$ cat src/rtl/led7seg_scan_ctrl.sv
// Four-digit multiplexed 7-segment scan controller with frame-synchronous double buffering.
// Optional leading-zero blanking is enabled by defining LED7SEG_LZB_EN.
module led7seg_scan_ctrl #(
  parameter int PRESCALE  = 50000,
  parameter int BLANK_CYC = 16
) (
  input  logic        clk,
  input  logic        rst,
  input  logic        load,
  input  logic [15:0] data,
  output logic        ready,
  output logic        o3,
  output logic        o2,
  output logic        o1,
  output logic        o0,
  output logic [3:0]  an,
  output logic        frame_tick
);

  localparam int CW = (PRESCALE > 1) ? $clog2(PRESCALE) : 1;
  localparam logic [CW-1:0] CNT_LAST  = CW'(PRESCALE - 1);
  localparam logic [CW-1:0] BLANK_LIM = CW'(BLANK_CYC);

  localparam logic [0:0] ST_BLANK = 1'b0;
  localparam logic [0:0] ST_SHOW  = 1'b1;

  // Handshake: a load is taken on any clock edge where load && ready are both
  // high; ready drops on the following cycle and rises again once the shadow
  // value has been moved into the display at a frame boundary.

  logic [CW-1:0] cnt, cnt_nxt;
  logic [1:0]    idx, idx_nxt;
  logic [15:0]   disp, disp_nxt;
  logic [15:0]   shadow, shadow_nxt;
  logic          pending, pending_nxt;
  logic          ready_nxt;
  logic [0:0]    state, state_nxt;
  logic          slot_end;
  logic          frame_end;
  logic          accept;
  logic [3:0]    nib_nxt;
  logic [3:0]    lit;
  logic [3:0]    an_nxt;
  logic          frame_tick_nxt;

  always_comb begin
    slot_end  = (cnt == CNT_LAST);
    frame_end = slot_end && (idx == 2'd3);
    accept    = load && ready;

    cnt_nxt = slot_end ? '0 : cnt + CW'(1);
    idx_nxt = slot_end ? idx + 2'd1 : idx;

    disp_nxt    = disp;
    shadow_nxt  = shadow;
    pending_nxt = pending;
    ready_nxt   = ready;
    // A load accepted on the boundary cycle itself lands in the shadow only,
    // so it is carried to the following boundary.
    if (frame_end && pending) begin
      disp_nxt    = shadow;
      pending_nxt = 1'b0;
      ready_nxt   = 1'b1;
    end
    if (accept) begin
      shadow_nxt  = data;
      pending_nxt = 1'b1;
      ready_nxt   = 1'b0;
    end

    state_nxt = (cnt_nxt < BLANK_LIM) ? ST_BLANK : ST_SHOW;
  end

  always_comb begin
    nib_nxt = 4'h0;
    case (idx_nxt)
      2'd0:    nib_nxt = disp_nxt[3:0];
      2'd1:    nib_nxt = disp_nxt[7:4];
      2'd2:    nib_nxt = disp_nxt[11:8];
      default: nib_nxt = disp_nxt[15:12];
    endcase
  end

`ifdef LED7SEG_LZB_EN
  // A digit stays dark only while it and every digit to its left are zero.
  always_comb begin
    lit    = 4'h0;
    lit[3] = (disp_nxt[15:12] != 4'h0);
    lit[2] = lit[3] || (disp_nxt[11:8] != 4'h0);
    lit[1] = lit[2] || (disp_nxt[7:4] != 4'h0);
    lit[0] = 1'b1;
  end
`else
  assign lit = 4'hF;
`endif

  always_comb begin
    an_nxt = 4'hF;
    if (state_nxt == ST_SHOW && lit[idx_nxt])
      an_nxt = ~(4'b0001 << idx_nxt);
    frame_tick_nxt = (cnt_nxt == CNT_LAST) && (idx_nxt == 2'd3);
  end

  // Outputs are registered from next-state values so they line up with cnt/idx.
  always_ff @(posedge clk) begin
    if (rst) begin
      cnt        <= '0;
      idx        <= 2'd0;
      disp       <= 16'h0000;
      shadow     <= 16'h0000;
      pending    <= 1'b0;
      ready      <= 1'b1;
      state      <= ST_BLANK;
      an         <= 4'hF;
      o3         <= 1'b0;
      o2         <= 1'b0;
      o1         <= 1'b0;
      o0         <= 1'b0;
      frame_tick <= 1'b0;
    end else begin
      cnt        <= cnt_nxt;
      idx        <= idx_nxt;
      disp       <= disp_nxt;
      shadow     <= shadow_nxt;
      pending    <= pending_nxt;
      ready      <= ready_nxt;
      state      <= state_nxt;
      an         <= an_nxt;
      o3         <= nib_nxt[3];
      o2         <= nib_nxt[2];
      o1         <= nib_nxt[1];
      o0         <= nib_nxt[0];
      frame_tick <= frame_tick_nxt;
    end
  end

endmodule

$ cat config.mk
export PLATFORM = sky130hd
export DESIGN_NAME = led7seg_scan_ctrl
export DESIGN_NICKNAME = d
export VERILOG_FILES = /design/src/rtl/led7seg_scan_ctrl.sv
export SDC_FILE = /design/constraint.sdc
export NUM_CORES = 1
export LEC_CHECK = 0
export ABC_AREA = 1
export CORE_MARGIN = 4
export CORE_UTILIZATION = 57
export DETAILED_ROUTE_END_ITERATION = 8
export PLACE_DENSITY = 0.8
export SYNTH_ARGS = -nofsm -noshare
export SYNTH_HDL_FRONTEND = slang
export SYNTH_SLANG_ARGS = --single-unit
$ cat constraint.sdc
create_clock -name clk -period 1.76 [get_ports clk]
set_input_delay 0.352 -clock clk [delete_from_list [all_inputs] [get_ports clk]]
set_output_delay 0.352 -clock clk [all_outputs]
set_load 0.01 [all_outputs]
-- After elaboration in Yosys (flattened, before gate mapping)
Cells that the tools add are included.
- output and inout port bits: 10
- logic and storage cells: 44
- bits in registers: 61
- shift operators: 1
- equal/unequal tests: 6
- reductions and logical operators: 8
- magnitude comparators: 2
- mux-type cells: 11
- add/sub/neg operators: 2
- bitwise gates (word level): 2
- operator list (cell ; number):
    == test 16 bit, second input constant ; 2
    2-to-1 mux 16 bit ; 2
    adder 16 x 1 -> 16 bit, second input constant ; 1
    < comparator 16 x 5 -> 1 bit, second input constant ; 1
    one-hot mux 4 bit (3 select lines) ; 1
    == test 2 bit, second input constant ; 3
    2-to-1 mux 1 bit ; 6
    logical AND 1 bit ; 5
    inverter 4 bit ; 1
    left shift 1 x 2 -> 4 bit, first input constant ; 1
    < comparator 2 x 3 -> 1 bit, second input constant ; 1
    adder 2 x 1 -> 2 bit, second input constant ; 1
    binary-select mux 1 bit (select 2 bit) ; 1
    == test 2 x 1 -> 1 bit, second input constant ; 1
    zero test 2 bit ; 1
    2-to-1 mux 2 bit ; 1
    nonzero test 2 bit ; 1
    OR reduction 2 bit ; 1
    inverter 1 bit ; 1

-- Longest topological paths before layout
- word-level depth: 7
- depth in mapped cells: 13
- mapped depth without buffers: 12

-- Least setup slack after synthesis
Ideal clock, no wire load.
- path kind: register to register
- start point: register cnt[0]
- end point: register o3
- path buffers: 0
- library setup time: 112 ps
- data required time: 1648 ps
- stages on the path, launching flop included: 11
- slack: 165 ps
- period minus slack after synthesis: 1595 ps
- arrival: 1483 ps
- cell sequence: dfxtp_1 -> ha_1 -> nand3_2 -> nor2_1 -> nand3_1 -> nand2_4 -> nor2_8 -> inv_2 -> nand2_1 -> nor2_1 -> nor2_2
- cells in the longest elaborated chain, start to end: 5
- elaborated cells on any way between the ends: 9
- those cells by class: eq/ne (3); mux (3); reduce/logical (3)
- ends and longest elaborated chain (what ; RTL line ; RTL):
    start: declaration ; 31 ; logic [CW-1:0] cnt, cnt_nxt;
    start signal: assignment ; 121 ; cnt <= cnt_nxt;
    == test 16 bit * ; 47 ; slot_end = (cnt == CNT_LAST);
    logical AND 1 bit ; 48 ; frame_end = slot_end && (idx == 2'd3);
    logical AND 1 bit ; 60 ; if (frame_end && pending) begin
    2-to-1 mux 16 bit ; 60 ;
    one-hot mux 4 bit (3 select lines) * ; 76 ; case (idx_nxt)
    end signal: assignment ; 129 ; o3 <= nib_nxt[3];
    end: declaration ; 12 ; output logic o3,
Every way passes the cells marked *; elsewhere a longest branch is shown, timed or not.
A chain may end at the register's enable or synchronous reset.

-- Worst setup path after layout
- start point: register cnt[12]
- end point: register o2
- cells in the longest elaborated chain, start to end: 5
- elaborated cells on any way between the ends: 9
- those cells by class: eq/ne (3); mux (3); reduce/logical (3)
- ends and longest elaborated chain (what ; RTL line ; RTL):
    == test 16 bit * ; 47 ;
    logical AND 1 bit ; 48 ;
    logical AND 1 bit ; 60 ;
    2-to-1 mux 16 bit ; 60 ;
    one-hot mux 4 bit (3 select lines) * ; 76 ;
    end signal: assignment ; 130 ; o2 <= nib_nxt[2];
    end: declaration ; 13 ; output logic o2,
Marked as above.

==> impl_metrics.toml <==
[grt]
grt_remaining_overflow = 0
grt_usage = 0.239
grt_pass1_wl_mm = 11.9
grt_antenna_before_repair = 0
grt_pass1_vias = 2630
grt_max_degree = 34

[sta]
setup-violations-final = 0
setup_ws_ns = 0.0343
rsz0062_at_grt = "yes"
tightest_slew_ns = 0.412
tns_ns = 0
fin_crit_sh = 0.981
min_period_ns = 1.73
slew_viol_final = 0
max_freq_mhz = 579
hold_viol = 0
skew_ns = 0.00813
max-slew-margin-rel = 0.725

[floorplanning]
row_count = 26
core-area_mm2 = 0.00511
io_pins = 29
die-area_mm2 = 0.00648
dieWidth_um = 80.5
start_util = 0.587
dieHeight_um = 80.5

[synth]
ys_seq_area_frac = 0.407
synth-seq-cells = 61
ys_types = 28
synthArstFlopShare = 0
yosys_warnings = 0
synth_enable_flop_cells = 0
syn-num-nets = 461
synthesis.area_mm2 = 0.00300
avgSynthCellArea_um2 = 6.81
yosys_most_used_dff = "dfxtp_1"
synth_cells = 440

[place]
post-place-ws_ns = -0.0427
dp_hpwl_mm = 5.06
routabilityCongestion = 0.945
dpl.cell_count = 537
port_buffers = 28

[power]
power_uw = 3060
irDropWorstVdd_v = 0.000617
power_density_mw_per_mm2 = 808
p_leak_uw = 0.00172

[clock_network]
cts.clk_slew.worst_paths_ns = 0.07
cts_tree = "yes"
cts_inserted_buffers = 9
cts_root_buffer = "clkbuf_8"
insertion_delay_ns = 0.35
cts_sinks = 61
cts_buffer_depth = 2
cts_max_level = 3

[worst_setup_path]
cp.arrival_ns = 2.02
cpMaxStageDelayCell = "dfxtp_2"
crit_chain = "inv_1 > nand2_1 > nor2_2 > nand2_1 > nor2_4 > buf_2 > nand4_1 > nand2_1 > nand2_1 > nand2_1 > nor2_1 > nor2_1"
worstSetupStartpointType = "register"
worstPathRequired_ns = 2.05
cp_common_cell = "nand2_1"
crit_fanout = 7
cp_slowest_stage_delay_ns = 0.36
critical-path-top-delay-family = "simple AND/OR/NAND/NOR gates"
end_kind = "register"
crit_type = "reg2reg"
cp.buffers_inverters = 2
critical_path_depth = 12
ff2ff_path_depth = 12
reg2reg_slack_ns = 0.03

[worst_hold_path]
hold_depth = 2
min_path_type = "reg2reg"

[status]
status = "complete, no violations"

[run]
cap_violations = 0

[cells_and_area]
area_delta_synth_final_pct = 26.6
drive_above_1_share = 0.191
fin_cells = 561
nets = 507
antenna_cells = 0

[route]
drtPass1Iterations = 5
viasPerCell = 5.26
routed_wl_mm = 7.51
num_vias = 2950
drc = 0
drtIter0Drc = 180
wire_per_inst_um = 13.4
ant_nets = 0
## final timing paths
path                          start                endpoint
max              cnt[12]$_SDFF_PP0_           o2$_SDFF_PP0_
min          shadow[9]$_SDFFE_PP0P_  shadow[9]$_SDFFE_PP0P_
max reg2reg      cnt[12]$_SDFF_PP0_           o2$_SDFF_PP0_
min reg2reg  shadow[9]$_SDFFE_PP0P_  shadow[9]$_SDFFE_PP0P_
## where the power goes
group          leakage [uW]  total [uW]  switching [uW]  internal (uW)
Sequential         0.000500        1450            26.5           1420
Combinational       0.00111         170            87.4           82.5
Clock              0.000108        1450             573            874
Total               0.00172        3060             687           2380
## cells in the mapped netlist, types with 2 or more instances
cell / instances / area, um2
inv_1: 37 / 139
xor2_1: 3 / 26.3
o21ai_0: 18 / 90.1
nand2_2: 10 / 62.6
nor2_1: 85 / 319
nand2_1: 113 / 424
nand3_1: 29 / 145
nor2_4: 7 / 78.8
dfxtp_1: 61 / 1220
a21oi_1: 13 / 65.1
buf_4: 2 / 15.0
clkbuf_1: 11 / 41.3
ha_1: 2 / 25.0
buf_6: 2 / 22.5
nor2_2: 8 / 50.1
nor3_1: 3 / 15.0
nand2_4: 3 / 33.8
nand4_1: 17 / 106
inv_2: 4 / 15.0
o21ai_1: 4 / 20.0
## stage by stage
step                       util  hold slack [ns]  cell area (um2)
after global placement    0.664            0.440             3390
after CTS                 0.716            0.460             3660
final                     0.743            0.456             3790
after floorplan               -            0.430             3000
after detailed placement  0.664            0.450             3390
after global routing      0.743            0.486             3790
## flip-flops by register name, indices dropped and copies added (netlist names), 2 cells and up
name,count
disp,16
an,4
shadow,16
idx,2
cnt,16
## placed cells by master, fill, tap and decap left out, drive strengths merged
| master | count |
|---|---|
| dfxtp | 61 |
| clkdlybuf4s50 | 28 |
| nand2 | 126 |
| nand3 | 30 |
| bufinv | 2 |
| buf | 22 |
| ha | 2 |
| inv | 41 |
| a21oi | 13 |
| nor3 | 3 |
| clkbuf | 11 |
| o21bai | 1 |
| nand3b | 1 |
| nand4 | 18 |
| xor2 | 3 |
| clkinv | 1 |
| o21ai | 22 |
| or2 | 2 |
| nor2 | 101 |
| clkinvlp | 3 |
## worst reg2reg max path, stage by stage (launching register included)
cell and delay (ns):
dfxtp_2 0.36, inv_1 0.09, nand2_1 0.07, nor2_2 0.15, nand2_1 0.12, nor2_4 0.17, buf_2 0.18, nand4_1 0.16
nand2_1 0.12, nand2_1 0.06, nand2_1 0.06, nor2_1 0.05, nor2_1 0.08
## area by class of cell
type / count / area, um2
clock buffers: 11 / 151
repair buffers: 50 / 472
multi-input cells: 322 / 1610
inverters: 42 / 158
well taps: 70 / 87.6
clock inverters: 5 / 82.6
fillers: 406 / 1310
flip-flops and latches: 61 / 1230
## metal layers
layer / up-vias / track usage / wire length (um)
li1: 1478 / - / -
met1: 1334 / 0.290 / 3310
met2: 114 / 0.397 / 3570
met3: 24 / 0.0482 / 438
met4: 0 / 0.120 / 187
met5: - / 0 / 0
## cell families after synthesis
| kind of cell | Yosys count | share of synthesized area |
|---|---|---|
| flip-flops | 61 | 0.407 |
| AND/OR/NAND/NOR | 281 | 0.436 |
| adder cells (fa/ha/maj) | 2 | 0.00835 |
| buffers and inverters | 57 | 0.0789 |
| AO/OA/AOI/OAI | 36 | 0.0609 |
| XOR/XNOR | 3 | 0.00877 |
## what timing repair did
item / in CTS / in global routing
setup endpoints to repair: 4 / 10
buffers inserted: 1 / 6
gates cloned: 0 / 1
pin swaps: 1 / 7
hold buffers: 0 / 0
gates resized for setup: 3 / 24
No activity file was read; power rests on OpenSTA's default activity.
